`config.mk`:
```
export PLATFORM = sky130hd
export DESIGN_NAME = inst_boot_loader
export DESIGN_NICKNAME = d
export VERILOG_FILES = /design/src/rtl/inst_boot_loader.sv
export SDC_FILE = /design/constraint.sdc
export NUM_CORES = 1
export LEC_CHECK = 0
export CAP_MARGIN = 20
export CORE_ASPECT_RATIO = 1.25
export CORE_MARGIN = 10
export CORE_UTILIZATION = 47
export CTS_BUF_LIST = sky130_fd_sc_hd__clkbuf_2
export DETAILED_ROUTE_END_ITERATION = 10
export PLACE_DENSITY = 0.83
export SYNTH_ARGS = -nofsm -noshare
export SYNTH_HDL_FRONTEND = slang
export SYNTH_SLANG_ARGS = --single-unit
```
`constraint.sdc`:
```
create_clock -name clk -period 3.9 [get_ports clk]
set_input_delay 0.585 -clock clk [delete_from_list [all_inputs] [get_ports clk]]
set_output_delay 0.585 -clock clk [all_outputs]
set_load 0.02 [all_outputs]
```
`src/rtl/inst_boot_loader.sv`:
```
// Instruction-memory boot loader: streams a counted image into Inst_mem,
// holds the core in reset for HOLD_CYC cycles, then releases it.
module inst_boot_loader #(
    parameter int DATA_W    = 32,
    parameter int ADDR_W    = 32,
    parameter int DEPTH     = 256,
    parameter int STRIDE    = 4,
    parameter int BASE_ADDR = 0,
    parameter int HOLD_CYC  = 2,
    parameter int LEN_W     = $clog2(DEPTH) + 1
) (
    input  logic              clk,
    input  logic              rst_n,
    input  logic              start,
    input  logic [LEN_W-1:0]  word_len,
    input  logic              in_valid,
    input  logic [DATA_W-1:0] in_data,
    output logic              in_ready,
    input  logic [ADDR_W-1:0] cpu_addr,
    output logic [ADDR_W-1:0] mem_addr,
    output logic [DATA_W-1:0] mem_wdata,
    output logic              mem_wr_en,
    output logic              rst_n_cpu,
    output logic              busy,
    output logic              done,
    output logic              err,
    output logic [DATA_W-1:0] checksum
);

    typedef enum logic [1:0] {
        ST_IDLE = 2'd0,
        ST_LOAD = 2'd1,
        ST_HOLD = 2'd2,
        ST_RUN  = 2'd3
    } state_t;

    localparam logic [LEN_W-1:0]  DEPTH_L  = LEN_W'(DEPTH);
    localparam logic [LEN_W-1:0]  LEN_ZERO = {LEN_W{1'b0}};
    localparam logic [LEN_W-1:0]  LEN_ONE  = LEN_W'(1);
    localparam logic [ADDR_W-1:0] BASE_A   = ADDR_W'(BASE_ADDR);
    localparam logic [ADDR_W-1:0] STRIDE_A = ADDR_W'(STRIDE);
    localparam logic [7:0]        HOLD_L   = 8'(HOLD_CYC - 1);

    state_t              state_r, state_nx_s;
    logic [LEN_W-1:0]    cnt_r, cnt_nx_s;
    logic [LEN_W-1:0]    len_r, len_nx_s;
    logic [7:0]          hold_r, hold_nx_s;
    logic [DATA_W-1:0]   chk_r, chk_nx_s;
    logic                err_r, err_nx_s;
    logic                rst_n_cpu_r, busy_r, done_r;
    logic                beat_s;
    logic [ADDR_W-1:0]   load_addr_s;

    // Stream handshake, load address and Inst_mem port mux
    always_comb begin
        in_ready    = (state_r == ST_LOAD);
        beat_s      = in_ready & in_valid;
        load_addr_s = BASE_A + (ADDR_W'(cnt_r) * STRIDE_A);
        mem_wr_en   = beat_s;
        mem_wdata   = in_data;
        if (state_r == ST_LOAD) begin
            mem_addr = load_addr_s;
        end else begin
            mem_addr = cpu_addr;
        end
    end

    // Next-state and datapath update
    always_comb begin
        state_nx_s = state_r;
        cnt_nx_s   = cnt_r;
        len_nx_s   = len_r;
        hold_nx_s  = hold_r;
        chk_nx_s   = chk_r;
        err_nx_s   = err_r;
        case (state_r)
            ST_IDLE, ST_RUN: begin
                if (start) begin
                    if (word_len > DEPTH_L) begin
                        err_nx_s   = 1'b1;
                        state_nx_s = ST_IDLE;
                    end else if (word_len == LEN_ZERO) begin
                        err_nx_s   = 1'b0;
                        hold_nx_s  = 8'd0;
                        state_nx_s = ST_HOLD;
                    end else begin
                        err_nx_s   = 1'b0;
                        chk_nx_s   = {DATA_W{1'b0}};
                        cnt_nx_s   = LEN_ZERO;
                        len_nx_s   = word_len;
                        state_nx_s = ST_LOAD;
                    end
                end else begin
                    state_nx_s = state_r;
                end
            end
            ST_LOAD: begin
                if (beat_s) begin
                    cnt_nx_s = cnt_r + LEN_ONE;
                    chk_nx_s = chk_r + in_data;
                    if (cnt_r == (len_r - LEN_ONE)) begin
                        hold_nx_s  = 8'd0;
                        state_nx_s = ST_HOLD;
                    end else begin
                        state_nx_s = ST_LOAD;
                    end
                end else begin
                    state_nx_s = ST_LOAD;
                end
            end
            ST_HOLD: begin
                if (hold_r == HOLD_L) begin
                    state_nx_s = ST_RUN;
                end else begin
                    hold_nx_s  = hold_r + 8'd1;
                    state_nx_s = ST_HOLD;
                end
            end
            default: begin
                state_nx_s = ST_IDLE;
            end
        endcase
    end

    // State, counters and registered status outputs
    always_ff @(posedge clk or negedge rst_n) begin
        if (!rst_n) begin
            state_r     <= ST_IDLE;
            cnt_r       <= LEN_ZERO;
            len_r       <= LEN_ZERO;
            hold_r      <= 8'd0;
            chk_r       <= {DATA_W{1'b0}};
            err_r       <= 1'b0;
            rst_n_cpu_r <= 1'b0;
            busy_r      <= 1'b0;
            done_r      <= 1'b0;
        end else begin
            state_r     <= state_nx_s;
            cnt_r       <= cnt_nx_s;
            len_r       <= len_nx_s;
            hold_r      <= hold_nx_s;
            chk_r       <= chk_nx_s;
            err_r       <= err_nx_s;
            rst_n_cpu_r <= (state_nx_s == ST_RUN);
            done_r      <= (state_nx_s == ST_RUN);
            busy_r      <= (state_nx_s == ST_LOAD) || (state_nx_s == ST_HOLD);
        end
    end

    assign rst_n_cpu = rst_n_cpu_r;
    assign busy      = busy_r;
    assign done      = done_r;
    assign err       = err_r;
    assign checksum  = chk_r;

endmodule
```
==> metrics.txt <==
Routed Antenna Nets=0; Post-synth EDFFs=0; Final Worst Setup Slack=0.658 ns; Max Clk Rate=308 MHz; WHS=0.0577 ns; Final setup viols=0; clock latency on the worst-skew pair=0.52 ns; layout cells sized above 1=7.89%; outcome=completed; Core ar.=10600 um2; Hold WC Path Type=in -> async; P_leak=roughly 3 nW; Reg clk slew, reported paths=around 0.20 ns; GR Overflow Total=0; Final Hold Vio Count=0; Area contributors post-synth=dfrtp_1 (31%), ha_1 (10%), buf_4 (4.9%), o21ai_0 (4.7%), xor2_1 (4.2%); initial antenna violation count=0; synth unique cells=67; worst path cell trace=inv_1 -> ha_1 -> buf_4 -> nor2b_1 -> clkdlybuf4s50_1; worst-margin pin slew=about 0.8 ns; area leader, netlist=dfrtp_1; # Post-CTS Setup Buffers=0; Antenna diodes=0; Critical Path RT=3.31 ns; Mapped Cells=570; drt total wl=about 15000 um; Vias/cell=about 5.6; Critical Path Max Stage Delay=0.65 ns; period utilisation layout=83.1%; Buf+Inv Stages, Crit Path=3; worst path arrival time=approximately 2.7 ns; CP top delay family=buffers and inverters; Vias=around 4800; CP Capture Type=output port; Final TNS setup=0 ns; CP Max Fanout=20; DR WL/cell=18.0 um; die area=15300 um2; Async S/R FF share, synth=100%; first-pass GRT wire length=approximately 25000 um; GRT Util Overall=19.5%; Die Y=between 100 and 150 um; Net Count, Synth=689; WP depth=5; Die Wd=113 um; Slew headroom=44.4%; Netlist Area Pre-Place=5040 um2; clk_skew=0.0236 ns; largest net degree at the start of global routing=36; max cap viols=0; net count reported at finish=836; CTS tree=yes; FF-to-FF Start=checksum[0]; CP Launch Type=flip-flop; part of the Yosys area used for sequential elements=31.3%; drt pass-1 iters=4; Resize count post-CTS=0; vias in the first global route=around 5100; area fraction of the dominant cell type after synthesis=between 30% and 40%; clock root cell=clkbuf_2; dominant synthesized flop cell=dfrtp_1; maximum vdd drop=approximately 0.00028 V; clk sinks=63; Setup CP Type=reg -> out; htree depth=3; Max Slew Vio Count=0; boundary pin count=179; CP startpoint=state_r[1]; num rows=42; placer congestion estimate=0.911; Slowest-stage cell, CP=ha_1; total power draw=4.24 mW; CTS buffer count=9; pre-CTS WS=0.310 ns; hold buffers post-CTS=0; PwrDens=620 nW/um2; Synthesis Warnings=0; RSZ-0062 raised after global routing=false; Max Root-Sink Buffers=2; HPWL Detailed=~12000 um; syn avg cell area=8.85 um2; drt drc=0; PortBufs=178; register area=1580 um2; multi-input combinational cell area=3090 um2; Yosys reg bits=63; # fillers=between 800 and 900; minimum clock period=between 3 and 4 ns; Area Growth Syn to Fin=35.6%; Worst R2R Path Depth=11; Initial Utilization=47.8%; DRT iter0 DRCs=190
==> per-layer routing <==
| layer | up-vias | GRT usage (%) | part of all wire, % |
|---|---|---|---|
| met2 | 161 | 34.7 | 52 |
| met3 | 31 | 5.38 | 6.7 |
| met1 | 2305 | 21.4 | 38 |
| li1 | 2314 | - | - |
| met5 | - | 0 | 0 |
| met4 | 0 | 7.91 | 2.9 |
==> metrics by stage <==
stage | instances | util (%) | cell area (um2)
final | 854 | 64.7 | 6840
after global routing | 854 | 64.7 | 6840
after CTS | 854 | 64.7 | 6840
after detailed placement | 838 | 63.6 | 6720
after global placement | 838 | 63.6 | 6720
after floorplan | 570 | - | 5040
==> registers in the layout (all words and copies together) (netlist names) <==
register,count
hold_r,8
checksum,32
err,1
cnt_r,9
busy,1
state_r,2
len_r,9
done,1
==> synth_stat cells (3+ instances only) <==
cell,count
o31ai_1,3
a21oi_1,35
buf_4,33
nand2_1,52
nand3_1,11
nor4_1,4
a21o_1,10
ha_1,41
o211ai_1,4
clkbuf_1,14
or3_1,5
xor2_1,24
dfrtp_1,63
nor3_1,3
o22ai_1,3
and2_1,5
nand2b_1,12
mux2i_1,3
a22oi_1,4
or2_2,3
o21ai_1,7
o31ai_2,5
a22o_1,6
a31oi_1,7
xnor2_1,15
o21ai_0,47
nor2b_1,28
nand4_1,6
and3_1,8
mux2_2,18
a211oi_1,4
nor2_1,29
inv_1,18
==> logic make-up (layout without fill, tap and decap cells) <==
group / after synthesis / in the layout / share of synthesized area [%]
compound gates: 158 / 158 / 20.4
flops: 63 / 63 / 31.2
mux: 21 / 21 / 4.61
xor+xnor: 39 / 39 / 6.77
simple gates: 181 / 181 / 18.9
buf+inv: 66 / 218 / 7.51
fa+ha+maj: 42 / 42 / 10.6
==> layout make-up <==
class                   count  share of cell area (%)
multi-input cells         441                    45.2
repair buffers            184                    26.6
flip-flops and latches     63                    23.1
well taps                 132                    2.41
clock inverters             7                    1.08
inverters                  18                   0.988
clock buffers               9                   0.659
==> cell usage in the layout, fill, tap and decap left out, types with 5 or more instances in the layout <==
cell	netlist	routed
clkdlybuf4s50_1	0	177
dfrtp_1	63	63
nand2_1	52	52
o21ai_0	47	47
ha_1	41	41
a21oi_1	35	35
nor2_1	29	29
nor2b_1	28	28
xor2_1	24	24
inv_1	18	18
mux2_2	18	18
xnor2_1	15	15
nand2b_1	12	12
nand3_1	11	11
a21o_1	10	10
clkbuf_2	0	9
and3_1	8	8
a31oi_1	7	7
o21ai_1	7	7
nand4_1	6	6
a22o_1	6	6
buf_4	33	6
and2_1	5	5
or3_1	5	5
o31ai_2	5	5
==> path summary, 6_finish.rpt <==
kind	to	slack [ns]
max	mem_addr[18]	0.66
min	len_r[7]	0.06
max reg2reg	checksum[28]	0.88
min reg2reg	hold_r[7]	0.52
max in group asynchronous	checksum[26]	2.91
min in group clk	hold_r[7]	0.52
==> report_power, final <==
group          total, mW  internal, mW  leakage [nW]  switching, mW
combinational       2.76          1.24          2.11           1.52
clock              0.417         0.147        0.0618          0.270
sequential          1.07         0.848         0.828          0.217
total               4.24          2.24          3.00           2.00
No activity file was read; power rests on OpenSTA's default activity.
